[config.mk]
export PLATFORM = sky130hd
export DESIGN_NAME = unpack_flat
export DESIGN_NICKNAME = d
export VERILOG_FILES = /design/src/rtl/unpack_pkg.sv /design/src/rtl/unpack_if.sv /design/src/rtl/unpack.sv /design/src/flat_wrapper.sv
export SDC_FILE = /design/constraint.sdc
export NUM_CORES = 1
export LEC_CHECK = 0
export CORE_MARGIN = 10
export CORE_UTILIZATION = 35
export CTS_CLUSTER_SIZE = 20
export DETAILED_ROUTE_END_ITERATION = 6
export PLACE_DENSITY = 0.61
export SYNTH_ARGS = -nofsm -noshare
export SYNTH_HDL_FRONTEND = slang
export SYNTH_SLANG_ARGS = --single-unit
[constraint.sdc]
create_clock -name clk -period 1.2 [get_ports clk]
set_clock_uncertainty 0.05 [all_clocks]
set_input_delay 0.18 -clock clk [delete_from_list [all_inputs] [get_ports clk]]
set_output_delay 0.18 -clock clk [all_outputs]
set_load 0.05 [all_outputs]
[src/rtl/unpack_pkg.sv]
`default_nettype none
// ============================================================================
// Module : unpack_pkg
// Brief  : Shared constants and state encoding for the word-to-byte unpacker.
// Rev    : 1.0 - initial release
// ============================================================================
package unpack_pkg;

  // Default output byte width in bits
  localparam int unsigned c_default_w = 8;

  // EMPTY: no word held; SEND: word held, bytes being emitted
  typedef enum logic [0:0] {
    EMPTY = 1'b0,
    SEND  = 1'b1
  } state_t;

endpackage
`default_nettype wire

[src/rtl/unpack_if.sv]
`default_nettype none
// ============================================================================
// Module : unpack_if
// Brief  : Stream bundle for the unpacker: wide input word channel (s_*) and
//          narrow output byte channel (m_*), both strobe/ready handshakes.
//          The slave modport is the unpacker's own view; the master modport
//          is the view of the logic surrounding it.
// Rev    : 1.0 - initial release
// ============================================================================
interface unpack_if
  import unpack_pkg::*;
#(
  parameter int unsigned W = c_default_w,
  parameter int unsigned N = 2
);

  logic           s_stb;
  logic [N*W-1:0] s_dat;
  logic           s_rdy;
  logic           m_stb;
  logic [W-1:0]   m_dat;
  logic           m_rdy;

  modport slave (
    input  s_stb,
    input  s_dat,
    output s_rdy,
    output m_stb,
    output m_dat,
    input  m_rdy
  );

  modport master (
    output s_stb,
    output s_dat,
    input  s_rdy,
    input  m_stb,
    input  m_dat,
    output m_rdy
  );

endinterface
`default_nettype wire

[src/rtl/unpack.sv]
`default_nettype none
// ============================================================================
// Module : unpack
// Brief  : Splits N*W-bit input words into N consecutive W-bit output bytes.
//          One byte per clock at full throughput; a new word is accepted in
//          the same cycle the last byte of the previous word leaves.
//          Build option UNPACK_MSB_FIRST_EN: emit most significant byte first
//          (default build emits least significant byte first).
// Rev    : 1.0 - initial release
// ============================================================================
module unpack
  import unpack_pkg::*;
#(
  parameter int unsigned W = c_default_w,
  parameter int unsigned N = 2
) (
  input  logic   clk,
  input  logic   rst,
  unpack_if.slave bus
);

  localparam int unsigned     c_iw   = (N > 1) ? $clog2(N) : 1;
  localparam logic [c_iw-1:0] c_last = c_iw'(N - 1);

  state_t          r_state;
  state_t          w_state_nxt;
  logic [c_iw-1:0] r_idx;
  logic [c_iw-1:0] w_idx_nxt;
  logic [N*W-1:0]  r_hold;
  logic            w_load;
  logic            w_last;
  logic            w_s_rdy;
  logic            w_m_stb;
  logic            w_in_xfer;
  logic            w_out_xfer;
  logic [W-1:0]    w_bytes [N];

  // Holding register lanes, ordered by emission index
  for (genvar i = 0; i < N; i++) begin : g_lane
`ifdef UNPACK_MSB_FIRST_EN
    assign w_bytes[i] = r_hold[(N-1-i)*W +: W];
`else
    assign w_bytes[i] = r_hold[i*W +: W];
`endif
  end

  assign w_last     = (r_idx == c_last);
  // Ready while empty, or while the last byte is leaving this very cycle
  assign w_s_rdy    = (r_state == EMPTY) | (w_last & bus.m_rdy);
  assign w_m_stb    = (r_state == SEND);
  assign w_in_xfer  = bus.s_stb & w_s_rdy;
  assign w_out_xfer = w_m_stb & bus.m_rdy;

  assign bus.s_rdy  = w_s_rdy;
  assign bus.m_stb  = w_m_stb;
  assign bus.m_dat  = w_m_stb ? w_bytes[r_idx] : '0;

  // Next-state, next-index and word-capture decisions
  always_comb begin
    w_state_nxt = r_state;
    w_idx_nxt   = r_idx;
    w_load      = 1'b0;
    unique case (r_state)
      EMPTY: begin
        if (w_in_xfer) begin
          w_state_nxt = SEND;
          w_idx_nxt   = '0;
          w_load      = 1'b1;
        end
      end
      SEND: begin
        if (w_out_xfer) begin
          if (!w_last) begin
            w_idx_nxt = r_idx + c_iw'(1);
          end else if (w_in_xfer) begin
            w_state_nxt = SEND;
            w_idx_nxt   = '0;
            w_load      = 1'b1;
          end else begin
            w_state_nxt = EMPTY;
            w_idx_nxt   = '0;
          end
        end
      end
      default: begin
        w_state_nxt = EMPTY;
        w_idx_nxt   = '0;
      end
    endcase
  end

  // State and byte index registers; reset discards any partial word
  always_ff @(posedge clk or posedge rst) begin
    if (rst) begin
      r_state <= EMPTY;
      r_idx   <= '0;
    end else begin
      r_state <= w_state_nxt;
      r_idx   <= w_idx_nxt;
    end
  end

  // Word holding register, written only on an accepted input word
  always_ff @(posedge clk or posedge rst) begin
    if (rst) begin
      r_hold <= '0;
    end else if (w_load) begin
      r_hold <= bus.s_dat;
    end
  end

endmodule
`default_nettype wire

[src/flat_wrapper.sv]
// flat-port wrapper written by rule: the top's interface ports become plain ports
module unpack_flat import unpack_pkg::*;
#(
  parameter int unsigned W = c_default_w,
  parameter int unsigned N = 2
)
  (clk, rst, bus_s_stb, bus_s_dat, bus_s_rdy, bus_m_stb, bus_m_dat, bus_m_rdy);
  unpack_if #(.W(W), .N(N)) bus_i ();
  input  logic clk;
  input  logic rst;
  input wire logic [$bits(bus_i.s_stb)-1:0] bus_s_stb;
  input wire logic [$bits(bus_i.s_dat)-1:0] bus_s_dat;
  output wire logic [$bits(bus_i.s_rdy)-1:0] bus_s_rdy;
  output wire logic [$bits(bus_i.m_stb)-1:0] bus_m_stb;
  output wire logic [$bits(bus_i.m_dat)-1:0] bus_m_dat;
  input wire logic [$bits(bus_i.m_rdy)-1:0] bus_m_rdy;
  assign bus_i.s_stb = bus_s_stb;
  assign bus_i.s_dat = bus_s_dat;
  assign bus_s_rdy = bus_i.s_rdy;
  assign bus_m_stb = bus_i.m_stb;
  assign bus_m_dat = bus_i.m_dat;
  assign bus_i.m_rdy = bus_m_rdy;
  unpack #(.W(W), .N(N)) u_core (.clk(clk), .rst(rst), .bus(bus_i));
endmodule
Word-level counts from Yosys, hierarchy flattened
Cells that the tools add are included.
{"block": "totals", "reg_bits": 18, "in_bits": 20, "out_inout_bits": 10, "wordCells": 29}
{"block": "classes", "add_sub_neg": 1, "n_lt_le_gt_ge": 1, "n_eq_ne": 2, "n_mux": 15, "n_bitwise": 6, "reduce_logical": 1}
{"cell": "$mux 8", "n": 4}
{"cell": "$mux 1", "n": 8}
{"cell": "$pmux 1 s2", "n": 3}
{"cell": "$and 1x1->1", "n": 3}
{"cell": "$ge 2x2->1 const B", "n": 1}
{"cell": "$ne 2x1->1 const B", "n": 1}
{"cell": "$ne 2x2->1 const B", "n": 1}
{"cell": "$not 1->2", "n": 1}
{"cell": "$reduce_and 2->1", "n": 1}
{"cell": "$add 1x1->1 const B", "n": 1}
{"cell": "$not 1->1", "n": 1}
{"cell": "$or 1x1->1", "n": 1}

Depth between registers and ports, before layout
{"block": "depth", "word_depth": 7, "ltp_mapped": 5, "mapped_depth_nobuf": 2}

Least setup slack after synthesis
No wires, ideal clock.
{"block": "synth_path", "path_kind": "reg2out", "from": "register u_core.r_state, in the netlist u_core.bus.m_stb", "to": "output bus_m_dat[0]", "arrival_ps": 1657, "required_ps": 970, "path_slack_ps": -687, "stages_incl_launch_ff": 3, "n_path_buf": 1, "cell_sequence": "dfrtp_1 -> clkbuf_1 -> nor2b_1"}
{"block": "synth_between", "elab_chain_len": 1}
{"element": "from (decl)", "line": "unpack.sv:25", "rtl": "state_t r_state;"}
{"element": "from (signal assigned)", "line": "unpack.sv:98", "rtl": "r_state <= w_state_nxt;"}
{"element": "$mux 8", "line": "unpack.sv:56", "rtl": "assign bus.m_dat = w_m_stb ? w_bytes[r_idx] : '0;"}
{"element": "to (decl)", "line": "flat_wrapper.sv:15", "rtl": "output wire logic [$bits(bus_i.m_dat)-1:0] bus_m_dat;"}
Every way passes these cells.

Worst setup path after layout
{"block": "layout_path", "from": "register u_core.r_idx", "to": "output bus_m_dat[4]"}
{"block": "layout_between", "elab_chain_len": 5}
{"element": "from (decl)", "line": "unpack.sv:27", "rtl": "logic [c_iw-1:0] r_idx;"}
{"element": "from (signal assigned)", "line": "unpack.sv:99", "rtl": "r_idx <= w_idx_nxt;"}
{"element": "$not 1->2 (not written as such)", "line": "unpack.sv:56"}
{"element": "$mux 8 (not written as such) (3 in series)", "line": "unpack.sv:56"}
{"element": "$mux 8", "line": "unpack.sv:56"}
Every way passes these cells. The select of a mux whose other input is x is not followed.

==> results.txt <==
- Using the TritonRoute via totals, the vias-per-cell ratio works out to roughly 5.1.
- Number of antenna violations at the first check in global routing: 0
* Clock root buffer: clkbuf_4
- Biggest area consumer among synthesized cells: dfrtp_1
* Status: complete, but fails checks
- Yosys mapped the design onto 17 distinct sky130hd cell types.
- Number of global-route vias before repair: 959
- Vertical die dimension: 75.1 um
* Port Buffer Count: 29
- Min setup slack post-route: -0.382 ns
* Starting Density: 0.376
- In this run the count of I/O pins placed on the die edge is 30.
- In this run the number of H-tree levels came out at 1.
- The worst hold path belongs to the class input pin to asynchronous set/reset pin.
- Final setup violation count: 26
- In this run the tightest slew margin relative to its limit is 0.853.
- Area Overhead vs Synth: 62.6%
* Type of element launching the critical path: register
- Synthesis inferred 18 register bits.
- Die Area: around 5600 sq um
* Post-Synthesis Mean Instance Area: between 10 and 15 sq um
- Detailed router's first-iteration violation count: 31
* DRC violation count after routing: 0
- In the final design database the tool counted 159 nets.
* Chip width: about 75 um
* Nature of the critical path endpoint: output port
* Floorplan core area: 2830 sq um
- For the pin with the worst max-slew slack, the measured transition is about 0.22 ns.
- Total standard cell area after synthesis: ~1100 sq um
- For the worst setup path, the data required time is approximately 0.97 ns.
- The share of the Yosys chip area taken by registers is 0.424.
* Arrival time of data at the critical path endpoint: 1.35 ns
* Routability Congestion: 0.746
- First-pass GRT wire length: around 4400 um
- After clock tree synthesis, the clock-pin slew on the worst setup and hold paths is 0.10 ns.
- Crit path time final: 1.58 ns
- In this run the worst path has a maximum fanout of 10.
* Final hold slack: 0.127 ns
- Clk_lat worst skew: approximately 0.30 ns
- Counting the buffers created by CTS gives 3.
- Overflow left after global routing: 0
* Most common cell after layout, fill and taps aside: clkdlybuf4s50_1
- Total Routed Length: ~2600 um
- When the netlist entered floorplanning its net count stood at 120.
- Final Hold Fails: 0
- After clock tree synthesis, the flow added hold-fix buffers numbering 0.
* Largest net degree at the start of global routing: 19
- The repair_antennas step left the layout with diodes totalling 0.
- Synthesized instance count: 100
- Setup repair after global routing could not meet its margin everywhere.
* Areal power density over the cells: ~1900 nW/um^2
- Of the post-synthesis cell area, the dominant cell type holds 0.424.
* Top area cells in the synthesized netlist: dfrtp_1 (42%), o32ai_2 (15%), mux2i_1 (8.5%), inv_1 (6.4%), nand2_1 (6.0%)
- Across every metal layer, demand over resource in global routing totals 0.102.
- Via total after detailed routing: 854
- Fmax achieved: between 0.6 and 0.7 GHz
* Routed WL per cell: approximately 16 um
- The top cell types in the final layout, fill and taps aside, are clkdlybuf4s50_1 (19), inv_1 (17), nand2_1 (17), dfrtp_1 (17), o32ai_2 (15).
- After floorplanning, the core was divided into 19 placement rows.
- Number of clock sinks: 18
* Share of the cycle needed by the critical path after routing: 1.32
* Violated checks: negative setup slack
- Slew Viols, Final: 0
- After layout, the design draws a total of ~0.0033 W.
* Post-detailed-placement half-perimeter wirelength: around 1800 um
* Share of layout cells above drive strength 1: 0.478
- The pre-antenna-repair detailed-routing pass consisted of 4 iterations.
- The analysis attributes to cell leakage a power of slightly below 0.8 nW.
- In this run the remaining antenna-violating nets after routing total 0.
* Clock tree from TritonCTS: done
- For this run, the number of Yosys warnings is 0.
* Worst setup path category: register to output port
* Clock tree buffer depth: 2
- Across the run, the number of max-cap violations was 0.
- Utilization after layout: 0.611
- Peak supply drop: approximately 0.99 mV
through the flow:
| stage | std cells | TNS [ns] | setup slack, ns | cell area (sq um) |
|---|---|---|---|---|
| after floorplan | 100 | -2.97 | -0.259 | 1130 |
| after global placement | 163 | -4.19 | -0.215 | 1570 |
| after detailed placement | 163 | -4.51 | -0.234 | 1570 |
| after CTS | 169 | -5.10 | -0.390 | 1720 |
| after global routing | 169 | -6.16 | -0.434 | 1730 |
| final | 169 | -5.00 | -0.382 | 1730 |
what timing repair did:
item                                    CTS  global route
cloned                                    1             0
endpoints found under the setup margin   23            26
resized for setup                        19             1
setup buffers                             1             0
endpoints found under the hold margin     0             0
path summary, 6_finish.rpt:
check	startpoint	to	slack (ns)	cells past startpoint
max	u_core.r_idx	bus_m_dat[4]	-0.38	4
min	rst	u_core.r_hold[4]	0.13	3
max reg2reg	u_core.r_idx	u_core.r_hold[13]	-0.12	4
min reg2reg	u_core.r_hold[1]	u_core.r_hold[1]	0.53	2
max in group asynchronous	rst	u_core.bus.m_stb	0.76	3
min in group clk	bus_s_dat[1]	u_core.r_hold[1]	0.39	3
layer usage:
metal | up-vias | part of all wire | global-route usage
li1 | 411 | - | -
met1 | 421 | 0.39 | 0.104
met2 | 18 | 0.55 | 0.184
met3 | 4 | 0.041 | 0.0210
met4 | 0 | 0.028 | 0.0693
met5 | - | 0 | 0
power by group:
group	total [W]	leakage [nW]	internal [W]	switching, W
Clock	0.000385	0.0210	0.000185	0.000200
Sequential	0.000921	0.220	0.000783	0.000138
Combinational	0.00196	0.551	0.00104	0.000919
Total	0.00326	0.792	0.00201	0.00126
logic make-up after synthesis:
group	count (synthesis)	share of synthesized area
buf+inv	27	0.132
mux	10	0.0953
compound gates	17	0.220
flops	18	0.424
simple gates	28	0.129
cell usage after synthesis:
cell / instances
dfrtp_1: 18
inv_1: 18
nand2_1: 17
o32ai_2: 10
mux2i_1: 9
nor2b_1: 9
o32ai_1: 6
buf_2: 2
buf_6: 2
clkbuf_1: 2
a21boi_4: 1
and3_4: 1
buf_12: 1
buf_4: 1
clkbuf_2: 1
mux2_2: 1
or2_2: 1
flip-flops by register name, summed over array words and instances, names as in the netlist:
register / cells
u_core.bus.m_stb: 1
u_core.r_hold: 16
u_core.r_idx: 1
cell type report:
| type | instances | area, sq um |
|---|---|---|
| sequential | 18 | 452 |
| multi-input combinational | 56 | 639 |
| clock buffer | 4 | 36.3 |
| timing repair buffer | 42 | 495 |
| tap | 31 | 38.8 |
| inverter | 18 | 67.6 |
| fill | 223 | 1100 |
worst max-delay path: stages, from the launching register on:
cell     delay, ns
dfrtp_1       0.38
buf_12        0.17
mux2i_2       0.28
nor2b_4       0.07
buf_12        0.15
No activity file was read; power rests on OpenSTA's default activity.
==> edit 1: new RTL, config.mk and constraints unchanged <==
`N` is set to 2 in 3 places; all go to 4.
--- a/src/rtl/unpack_if.sv
+++ b/src/rtl/unpack_if.sv
@@ -11,7 +11,7 @@
   import unpack_pkg::*;
 #(
   parameter int unsigned W = c_default_w,
-  parameter int unsigned N = 2
+  parameter int unsigned N = 4
 );
 
   logic           s_stb;
--- a/src/rtl/unpack.sv
+++ b/src/rtl/unpack.sv
@@ -12,7 +12,7 @@
   import unpack_pkg::*;
 #(
   parameter int unsigned W = c_default_w,
-  parameter int unsigned N = 2
+  parameter int unsigned N = 4
 ) (
   input  logic   clk,
   input  logic   rst,
--- a/src/flat_wrapper.sv
+++ b/src/flat_wrapper.sv
@@ -2,7 +2,7 @@
 module unpack_flat import unpack_pkg::*;
 #(
   parameter int unsigned W = c_default_w,
-  parameter int unsigned N = 2
+  parameter int unsigned N = 4
 )
   (clk, rst, bus_s_stb, bus_s_dat, bus_s_rdy, bus_m_stb, bus_m_dat, bus_m_rdy);
   unpack_if #(.W(W), .N(N)) bus_i ();
Interface: changed (resized bus_s_dat); port bits go from 30 to 46. The function was not compared with the original's and may differ.
==> edit 1 against the unedited design <==
The flow still finishes with violations (setup timing). Design area is 98% higher. Sequential share of layout area is 0.43 points lower. Routed wire length is 120% higher. Total power grew to 2.9 times the old value. Worst setup slack worse by 160 ps. Synthesized area is 94% higher. Sequential cell count is 17 higher. First-iteration DRC count grew to 3.2 times the old value. Non-clock buffer count is 34 higher. Via count is 86% higher. Synthesized cell count is 85% higher. Critical endpoint is now bus_s_rdy. Highest routed layer unchanged.
==> edit 1: results (changes against the unedited design) <==
metric	value	unit	change
r2r.worst_path.cells	6		+2
switching_share	39.7	%	+1.2 points
cp.arrival	1510	ps	+160 ps
ir_worst_vdd	1.25	mV	+26%
dp.cells	308		+89%
cts.clk_slew.worst_paths	70	ps	-30 ps
final_nets	290		+82%
tns	-18370	ps	-13,370 ps
largest-register	u_core.r_hold		
grt_start_max_net_pins	36		+17
relSlewSlack	80.0	%	-5.3 points
gp_congestion	0.728		-2.5%
worst_skew_pair.late_latency	290	ps	
numCtsBuffers	5		+2
reg2reg_slack	-460	ps	-340 ps
leakagePower	0.00146	uW	+84%
fill_cells	474		+110%
synth_nets	222		+85%
wirelength	5.86	mm	+120%
r2r-end	u_core.r_hold[25]		
root_buffer	clkbuf_8		
largest_reg_flops	32		+16
yosysUniqueCellTypes	21		+4
worstPathMaxFanout	4		-6
cts_tree	done		
diodes	0		unchanged
yosys_warnings	0		unchanged
num_vias	1585		+86%
setup_violations	45		+73%
violations	setup timing		
cp-endpoint	bus_s_rdy		
end_kind	primary output		
synth_commonest_cells	dfrtp_1, inv_1, nand2_1		
async_flop_share	100	%	unchanged
drive_gt1_share	44.1	%	-3.7 points
final.setup.worst_slack	-539	ps	-157 ps
drtIter0Drc	99		+220%
grt_pass1_wl	9.28	mm	+110%
startpoint	u_core.r_idx[0]		
track_usage	12.0	%	+1.8 points
grt_pass1_vias	1709		+78%
ys_seq_area_share	42.6	%	+0.20 points
portBuffers	45		+55%
avgSynthCellArea	11.1	um^2	+4.6%
post-place-ws	-497	ps	-264 ps
htree_levels	2		+1
status	complete, but fails checks		
dp_hpwl	3.56	mm	+93%
synth.top_cells.by_area	dfrtp_1, o32ai_2, mux2i_1		
viasPerCell	4.86		-3.8%
edit 1: power groups by stage:
stage | registers, uW | logic, uW | clock network (uW)
after floorplan | 2010 | 3620 | 0
after detailed placement | 2070 | 5540 | 0
final | 2300 | 6440 | 842
after global placement | 2050 | 5480 | 0
after global routing | 2360 | 6790 | 924
after CTS | 2120 | 6140 | 846
edit 1: worst min path at each step:
| stage | from | to | slack (ps) |
|---|---|---|---|
| after floorplan | rst | u_core.r_hold[0] | 280 |
| after global placement | u_core.r_hold[13] | u_core.r_hold[13] | 480 |
| after detailed placement | u_core.r_hold[13] | u_core.r_hold[13] | 490 |
| after CTS | rst | u_core.r_hold[8] | 180 |
| after global routing | rst | u_core.r_hold[9] | 190 |
| final | rst | u_core.r_hold[8] | 170 |
edit 1: cells by family after synthesis:
group           after synthesis  share of synthesized area (%)
fa+ha+maj                     1                          0.608
flops                        35                           42.6
compound gates               43                           28.4
simple gates                 38                           7.96
buf+inv                      51                           12.2
mux                          17                           8.27
edit 1: worst max-delay path, cell delays in order, from the launching register on:
cell,delay [ps]
dfrtp_2,470
buf_4,170
ha_4,180
a21boi_4,190
inv_2,60
buf_8,150
edit 1: repair_timing:
| action | 4_1_cts | 5_1_grt |
|---|---|---|
| setup endpoints to repair | 43 | 44 |
| setup buffers | 6 | 2 |
| gates resized for setup | 27 | 22 |
| cloned | 4 | 1 |
| pin swaps | 0 | 8 |
edit 1: per-stage QoR:
| stage | utilization, % | area, um^2 |
|---|---|---|
| finish | 61.0 | 3420 |
| CTS | 58.4 | 3280 |
| global route | 61.0 | 3420 |
| global placement | 52.5 | 2950 |
| floorplan | - | 2210 |
| detailed placement | 52.5 | 2950 |
edit 1: metal layers:
metal	vias to the layer above	track usage [%]	part of all wire (%)
li1	792	-	-
met1	759	15.2	43
met2	31	19.5	52
met3	3	3.62	3.5
met4	0	2.71	0.68
met5	-	0	0
edit 1: layout make-up:
cell class | instances | area (um^2) | area share [%]
Multi-Input combinational cell | 101 | 1240 | 36.3
Timing Repair Buffer | 76 | 1000 | 29.2
Sequential cell | 35 | 878 | 25.7
Inverter | 34 | 128 | 3.73
Tap cell | 72 | 90.1 | 2.64
Clock buffer | 7 | 76.3 | 2.23
Clock inverter | 1 | 5.00 | 0.146
==> edit 2: new RTL, same settings <==
Without the edit above. Reset style: synchronous (`rst`), changed in 2 clocked blocks.
--- a/src/rtl/unpack.sv
+++ b/src/rtl/unpack.sv
@@ -90,7 +90,7 @@
   end
 
   // State and byte index registers; reset discards any partial word
-  always_ff @(posedge clk or posedge rst) begin
+  always_ff @(posedge clk) begin
     if (rst) begin
       r_state <= EMPTY;
       r_idx   <= '0;
@@ -101,7 +101,7 @@
   end
 
   // Word holding register, written only on an accepted input word
-  always_ff @(posedge clk or posedge rst) begin
+  always_ff @(posedge clk) begin
     if (rst) begin
       r_hold <= '0;
     end else if (w_load) begin
Behaviour: differs if rst is asserted again (counterexample within 4 cycles, from zero or initial values and one cycle with rst high); with rst held inactive, the same outputs for 10 cycles.
==> edit 2 against the unedited design <==
The run still ends with setup timing left. Highest routed layer unchanged. Routed wire length shrank 12%. Non-clock buffer count decreased by 1. Via count is 9.3% lower. Core utilization rose by 7.1 points. Largest cell class unchanged. Worst setup slack better by 32 ps. Design area is 0.36% higher. Global-route usage shrank 1.3 points. Die area fell by 7.4%. Synthesized area shrank 10%. Sequential cell count unchanged. Worst hold slack gained 260 ps.
Power is not compared: it rests on default switching activity, and its combinational part moved more than twofold at a synthesized area within 25%.
==> edit 2: results (changes against the unedited design) <==
metric	value	unit	change
track_usage	8.91	%	-1.3 points
synth.top_cells.by_area	dfxtp_1, mux2i_1, nand2b_1		
final_nets	157		-1.3%
drive_gt1_share	35.3	%	-13 points
fill_cells	198		-11%
viasPerCell	4.67		-7.6%
setup_violations	25		-3.8%
met3RoutedLength	162	um	+51%
grt_pass1_vias	848		-12%
post-place-ws	-287	ps	-53.7 ps
synth_commonest_cells	nand2b_1, mux2i_1, dfxtp_1		
violations	setup timing		
ys_seq_area_share	37.6	%	-4.7 points
tns	-5230	ps	-224 ps
worstMarginPinSlew	168	ps	-48.5 ps
status	complete, but fails checks		
grt_start_max_net_pins	35		+16
num_vias	775		-9.3%
postSynthCellCount	98		-2.0%
met2_length	1.20	mm	-17%
drtIter0Drc	8		-74%
final.setup.worst_slack	-351	ps	+31.7 ps
wirelength	2.32	mm	-12%
synth_nets	118		-1.7%
yosysUniqueCellTypes	14		-3
slowest_stage	dfxtp_4		
wl_met1	926	um	-8.9%
async_flop_share	0	%	-100 points
## edit 2: path summary, 6_finish.rpt
path | depth (start not counted) | startpoint | end | slack, ps
max | 4 | u_core.r_idx | bus_m_dat[2] | -350
min | 3 | bus_s_dat[13] | u_core.r_hold[13] | 390
max reg2reg | 6 | u_core.r_idx | u_core.r_hold[10] | -170
min reg2reg | 2 | u_core.r_hold[13] | u_core.r_hold[13] | 460
## edit 2: kinds of logic after synthesis
family	after synthesis	share of synthesized area, %
DFF	18	37.6
muxes	25	26.1
AOI/OAI and AO/OA	2	1.70
and+or+nand+nor	45	28.8
buffers and inverters	8	5.75
## edit 2: tightest hold or removal path: stages
cell and delay, ps:
clkdlybuf4s50_1 390, nand2b_1 60, mux2i_1 60
## edit 2: power groups by stage
stage	clock network [uW]	registers, uW	logic (uW)
floorplan	0	675	225
global placement	0	669	405
detailed placement	0	671	409
CTS	385	676	485
global route	406	681	513
finish	374	676	484
## edit 2: stage by stage
stage               area (um^2)  hold slack, ps  total power, uW
global placement           1510             409             1070
global route               1740             405             1600
detailed placement         1510             412             1080
CTS                        1720             392             1550
floorplan                  1030             249              900
finish                     1740             391             1540
## edit 2: layer usage
layer / vias to the layer above / global-route usage [%]
met5: - / 0
met4: 0 / 2.58
met3: 4 / 3.27
met2: 19 / 16.6
met1: 355 / 8.95
li1: 397 / -
## edit 2: area by class of cell
cell class / count / area (um^2) / share of cell area (%)
clock buffer: 4 / 36.3 / 2.09
inverter: 1 / 6.26 / 0.360
multi-input combinational: 72 / 721 / 41.5
tap: 30 / 37.5 / 2.16
sequential: 18 / 368 / 21.2
timing repair buffer: 41 / 567 / 32.7
## edit 2: what timing repair did
item | CTS | global route
resized for setup | 25 | 3
pin swaps | 1 | 1
endpoints found under the setup margin | 25 | 26
cloned | 2 | 0
buffers inserted | 1 | 1
hold buffers | 0 | 0
